File: config.mk
export PLATFORM = sky130hd
export DESIGN_NAME = div_unit
export DESIGN_NICKNAME = d
export VERILOG_FILES = /design/src/rtl/div_unit.sv
export SDC_FILE = /design/constraint.sdc
export NUM_CORES = 1
export LEC_CHECK = 0
export BUFFER_PORTS_ARGS = -buffer_cell sky130_fd_sc_hd__buf_2
export CELL_PAD_IN_SITES_DETAIL_PLACEMENT = 0
export CELL_PAD_IN_SITES_GLOBAL_PLACEMENT = 1
export CORE_AREA = 2 2 168 170
export DETAILED_ROUTE_END_ITERATION = 10
export DIE_AREA = 0 0 170 172
export MAX_ROUTING_LAYER = met4
export PLACE_DENSITY_LB_ADDON = 0.1
export SLEW_MARGIN = 20
export SYNTH_ARGS = -nofsm -noshare
export SYNTH_HDL_FRONTEND = slang
export SYNTH_SLANG_ARGS = --single-unit
File: constraint.sdc
create_clock -name clk -period 6 [get_ports clk]
set_clock_uncertainty 0.1 [all_clocks]
set_input_delay 0.3 -clock clk [delete_from_list [all_inputs] [get_ports clk]]
set_output_delay 0.3 -clock clk [all_outputs]
set_load 0.01 [all_outputs]
File: src/rtl/div_unit.sv
// div_unit: iterative RV32M divider (DIV/DIVU/REM/REMU), radix-2 restoring,
// one quotient bit per cycle, with a write-back request toward the register file.
//
// Handshakes: a transfer happens on a rising edge where valid && ready are both
// high. Issue side: in_valid/in_ready, where in_ready is high only in IDLE.
// Write-back side: wb_valid/wb_ready, where wb_valid holds with stable
// wb_rd/wb_data until accepted. flush blocks an issue in the same cycle, but it
// does not cancel a write-back handshake that completes on the same edge.
module div_unit #(
  parameter int WIDTH = 32
) (
  input  logic             clk,
  input  logic             rst,
  input  logic             in_valid,
  output logic             in_ready,
  input  logic [1:0]       op,
  input  logic [WIDTH-1:0] rs1_data,
  input  logic [WIDTH-1:0] rs2_data,
  input  logic [4:0]       rd,
  input  logic             flush,
  output logic             busy,
  output logic             wb_valid,
  input  logic             wb_ready,
  output logic [4:0]       wb_rd,
  output logic [WIDTH-1:0] wb_data,
  output logic             wb_we
);

  localparam int CW = $clog2(WIDTH) + 1;

  typedef enum logic [1:0] {
    IDLE = 2'd0,
    CALC = 2'd1,
    DONE = 2'd2
  } state_t;

  state_t state, state_next;

  logic             is_rem_q;   // 1: REM/REMU result, 0: DIV/DIVU result
  logic [4:0]       rd_q;
  logic [WIDTH-1:0] quo;        // dividend magnitude shifts out, quotient shifts in
  logic [WIDTH-1:0] rem;
  logic [WIDTH-1:0] dvs;        // divisor magnitude
  logic [WIDTH-1:0] res;
  logic             qneg;
  logic             rneg;
  logic             special;    // div-by-zero / overflow: result already in res
  logic [CW-1:0]    cnt;

  // Issue-side decode of the operands presented in IDLE.
  logic             accept;
  logic             is_signed;
  logic             a_neg;
  logic             b_neg;
  logic [WIDTH-1:0] a_mag;
  logic [WIDTH-1:0] b_mag;
  logic             div_zero;
  logic             overflow;

  assign accept    = in_valid && in_ready && !flush;
  assign is_signed = !op[0];
  assign a_neg     = is_signed && rs1_data[WIDTH-1];
  assign b_neg     = is_signed && rs2_data[WIDTH-1];
  assign a_mag     = a_neg ? -rs1_data : rs1_data;
  assign b_mag     = b_neg ? -rs2_data : rs2_data;
  assign div_zero  = (rs2_data == '0);
  assign overflow  = is_signed && (rs1_data == {1'b1, {(WIDTH-1){1'b0}}}) && (rs2_data == '1);

  // One restoring step. The shifted remainder is kept WIDTH+1 bits wide so that
  // unsigned divisors with the top bit set compare correctly; the borrow of the
  // trial subtraction decides the quotient bit.
  logic [WIDTH:0]   rem_ext;
  logic [WIDTH:0]   rem_sub;
  logic             ge;
  logic [WIDTH-1:0] rem_step;
  logic [WIDTH-1:0] quo_step;
  logic [WIDTH-1:0] quo_fix;
  logic [WIDTH-1:0] rem_fix;
  logic             last;

  assign rem_ext  = {rem, quo[WIDTH-1]};
  assign rem_sub  = rem_ext - {1'b0, dvs};
  assign ge       = !rem_sub[WIDTH];
  assign rem_step = ge ? rem_sub[WIDTH-1:0] : rem_ext[WIDTH-1:0];
  assign quo_step = {quo[WIDTH-2:0], ge};
  assign quo_fix  = qneg ? -quo_step : quo_step;
  assign rem_fix  = rneg ? -rem_step : rem_step;
  assign last     = (cnt == CW'(1));

  // State register; reset has priority.
  always_ff @(posedge clk) begin
    if (rst) state <= IDLE;
    else     state <= state_next;
  end

  // Next-state logic; flush returns to IDLE from any state.
  always_comb begin
    state_next = state;
    case (state)
      IDLE: if (accept) state_next = CALC;
      CALC: if (special || last) state_next = DONE;
      DONE: if (wb_ready) state_next = IDLE;
      default: state_next = IDLE;
    endcase
    if (flush) state_next = IDLE;
  end

  // Operand capture at issue and the iteration datapath.
  always_ff @(posedge clk) begin
    if (rst) begin
      is_rem_q <= 1'b0;
      rd_q     <= '0;
      quo      <= '0;
      rem      <= '0;
      dvs      <= '0;
      res      <= '0;
      qneg     <= 1'b0;
      rneg     <= 1'b0;
      special  <= 1'b0;
      cnt      <= '0;
    end else if (accept) begin
      is_rem_q <= op[1];
      rd_q     <= rd;
      quo      <= a_mag;
      rem      <= '0;
      dvs      <= b_mag;
      qneg     <= a_neg ^ b_neg;
      rneg     <= a_neg;
      special  <= div_zero || overflow;
      cnt      <= CW'(WIDTH);
      if (div_zero)      res <= op[1] ? rs1_data : '1;
      else if (overflow) res <= op[1] ? '0 : rs1_data;
    end else if (state == CALC && !special && !flush) begin
      quo <= quo_step;
      rem <= rem_step;
      cnt <= cnt - CW'(1);
      if (last) res <= is_rem_q ? rem_fix : quo_fix;
    end
  end

  assign in_ready = (state == IDLE);
  assign busy     = (state == CALC) || (state == DONE);
  assign wb_valid = (state == DONE);
  assign wb_rd    = rd_q;
  assign wb_data  = res;
  assign wb_we    = wb_valid && (wb_rd != 5'd0);

endmodule
==> results.cfg <==
[timing]
setup_violations = 0
rsz0062_at_grt = false
period_share_pct = 83.03
tightest_slew_ps = 1098
setup_slack_ps = 1018
setup_tns_ps = 0
hold_ws_ps = 11.27
report.final.hold_viol_count = 0
fin_crit_ps = 4982
max_freq_mhz = 200.7
slew_violations = 0
max_slew_margin_pct = 26.82

[finish]
fin_cells = 2061
drive_above_1_share_pct = 11.61
syn_to_final_growth_pct = 11.89
fin_nets = 1822

[setup_path]
required_ps = 6210
cp_common_cell = inv_1
r2r_slack_ps = 1020
slowest_delay_ps = 540
crit_arrival_ps = 5190
path_delay_family = simple AND/OR/NAND/NOR gates
cp.buffers_inverters = 4
critPathMaxFanout = 7
end_kind = flop
crit_chain = inv_1, ha_1, inv_1, fa_1, a211oi_2, o211ai_1, nand3_1, nand3_1, o21ai_2, xnor2_4, inv_2, nand2_1, o21ai_0, inv_1, ha_1, nand4b_1, mux2_2, or4_4, nor3_2, mux2i_1, a31oi_1
worstSetupStartpointType = flop
cpMaxStageDelayCell = or4_4
critical_path_class = flop to flop

[yosys]
synth-edff-count = 0
synth_area_um2 = 11960
synthesis.instances = 1653
netlist.top_cell.by_area = dfxtp_1
ys_seq_elements = 145
async_flop_share_pct = 0
netlist-cell-type-count = 85
synth_top_area_share_pct = 24.26
ys_top_cells_by_count = nor2_1 (215), nand2_1 (202), dfxtp_1 (145)
ys_seq_area_share_pct = 24.26
syn_area_per_cell_um2 = 7.238
synth_most_common_cell = nor2_1
ys.flop_type = dfxtp_1
mappedNetlistNets = 1773
yosysWarnings = 0
ys_top_cells_by_area = dfxtp_1 (24%), nor2_1 (6.7%), nand2_1 (6.3%)

[clock_network]
clk_pin_slew_ps = 70
clockBufferDepth = 2
ctsHtreeMaxLevel = 4
cts_tree = done
numCtsBuffers = 17
clock-root-buffer = clkbuf_16
clock_latency_ps = 450
cts_resized = 0
clock_sinks = 145

[pwr]
swShare_pct = 34.59
ir_drop_uv = 178.7
seqPwrFrac_pct = 34.1
p_clk_share_pct = 37.8
p_int_mw = 2.013
pwr-share-comb_pct = 28.0
power_density_nw_per_um2 = 229.9
cellLeakagePower_nw = 4.994
power_switching_mw = 1.064

[global_route]
grt_pass1_wl_um = 65490
grt_pass1_vias = 11560
grt_use_total_pct = 29.76
overflow = 0
grt_max_degree = 79
antenna_found_initial = 1

[placement]
gp_congestion = 0.8985
dpl.hpwl_um = 31490
dp_slack_ps = 1091
dp.cells = 2024
portBuffers = 116

[min_path]
hold_path_class = primary input to flop

[die]
dieHeight_um = 172
io_pins = 117
die_x_um = 170
die-area_um2 = 29240
core_um2 = 27480
num_rows = 61
initial_utilization_pct = 43.54

[drt]
drc = 0
drtPass1Iterations = 5
viasPerCell = 5.987
wl_per_cell_um = 20.48
antenna_left = 0
drt-total-wl_um = 42200
drt_iter0_drc = 935
vias = 12340

[outcome]
outcome = finished, final reports clean

[job]
drv_cap = 0
[sequential cells by signal, indices dropped and copies added (netlist names), 2 cells and up]
signal   count
dvs         32
quo         32
rem         32
wb_data     32
cnt          6
wb_rd        5
state        2
[path summary, 6_finish.rpt]
path | from | endpoint | cells past startpoint
setup / recovery | quo[31] | wb_data[30] | 21
hold / removal | flush | state[0] | 2
setup reg to reg | quo[31] | wb_data[30] | 21
hold reg to reg | wb_data[21] | wb_data[21] | 2
[cells by family after synthesis]
logic type | count (synthesis) | share of synthesized area (%)
XOR/XNOR | 139 | 10.30
flip-flops | 145 | 24.26
AO/OA/AOI/OAI | 458 | 25.74
multiplexers | 37 | 3.137
adder cells (fa/ha/maj) | 62 | 6.170
buffers and inverters | 169 | 5.585
AND/OR/NAND/NOR | 643 | 24.81
[power groups by stage]
stage | sequential (mW) | combinational [mW] | clock (mW)
4_1_cts | 1.05 | 0.856 | 1.18
6_report | 1.05 | 0.863 | 1.16
3_3_place_gp | 1.07 | 0.848 | 0
3_5_place_dp | 1.07 | 0.849 | 0
5_1_grt | 1.06 | 0.954 | 1.22
2_1_floorplan | 1.05 | 0.623 | 0
[repair_timing]
item	4_1_cts	5_1_grt
endpoints found under the hold margin	5	0
hold buffers	5	0
buffers inserted	0	0
[per-layer routing]
metal / global-route usage, % / share of wire [%]
met2: 47.54 / 46
met3: 4.715 / 5.5
met4: 7.878 / 1.9
met1: 39.35 / 47
met5: - / 0
[metrics by stage]
| stage | power (mW) | utilization, % | instance area (µm²) |
|---|---|---|---|
| 3_3_place_gp | 1.918 | 46.28 | 12720 |
| 5_1_grt | 3.228 | 48.72 | 13390 |
| 4_1_cts | 3.086 | 48.71 | 13380 |
| 3_5_place_dp | 1.920 | 46.28 | 12720 |
| 6_report | 3.077 | 48.72 | 13390 |
| 2_1_floorplan | 1.674 | - | 11960 |
[area by class of cell]
type	instances	area, µm²
flip-flops and latches	145	2904
clock buffers	19	432.9
diodes	1	2.502
clock inverters	12	183.9
fillers	2812	14090
multi-input cells	1339	8433
well taps	346	432.9
inverters	59	221.5
repair buffers	140	775.7
[placed cells by master (no fill, tap or decap), types with 19 or more instances in the layout]
cell	synthesis	routed
nor2_1	215	214
nand2_1	202	202
dfxtp_1	145	144
a21oi_1	118	118
buf_2	9	115
o21ai_0	84	84
xor2_1	69	69
xnor2_1	68	68
a211oi_1	63	63
inv_1	56	56
nor3_1	54	54
ha_1	43	43
a311oi_1	41	41
mux2i_1	33	33
o31ai_1	26	26
nand3_1	25	25
nor4_1	22	21
nand2b_1	22	21
buf_4	4	20
o211ai_1	19	19
No activity file was read; power rests on OpenSTA's default activity.
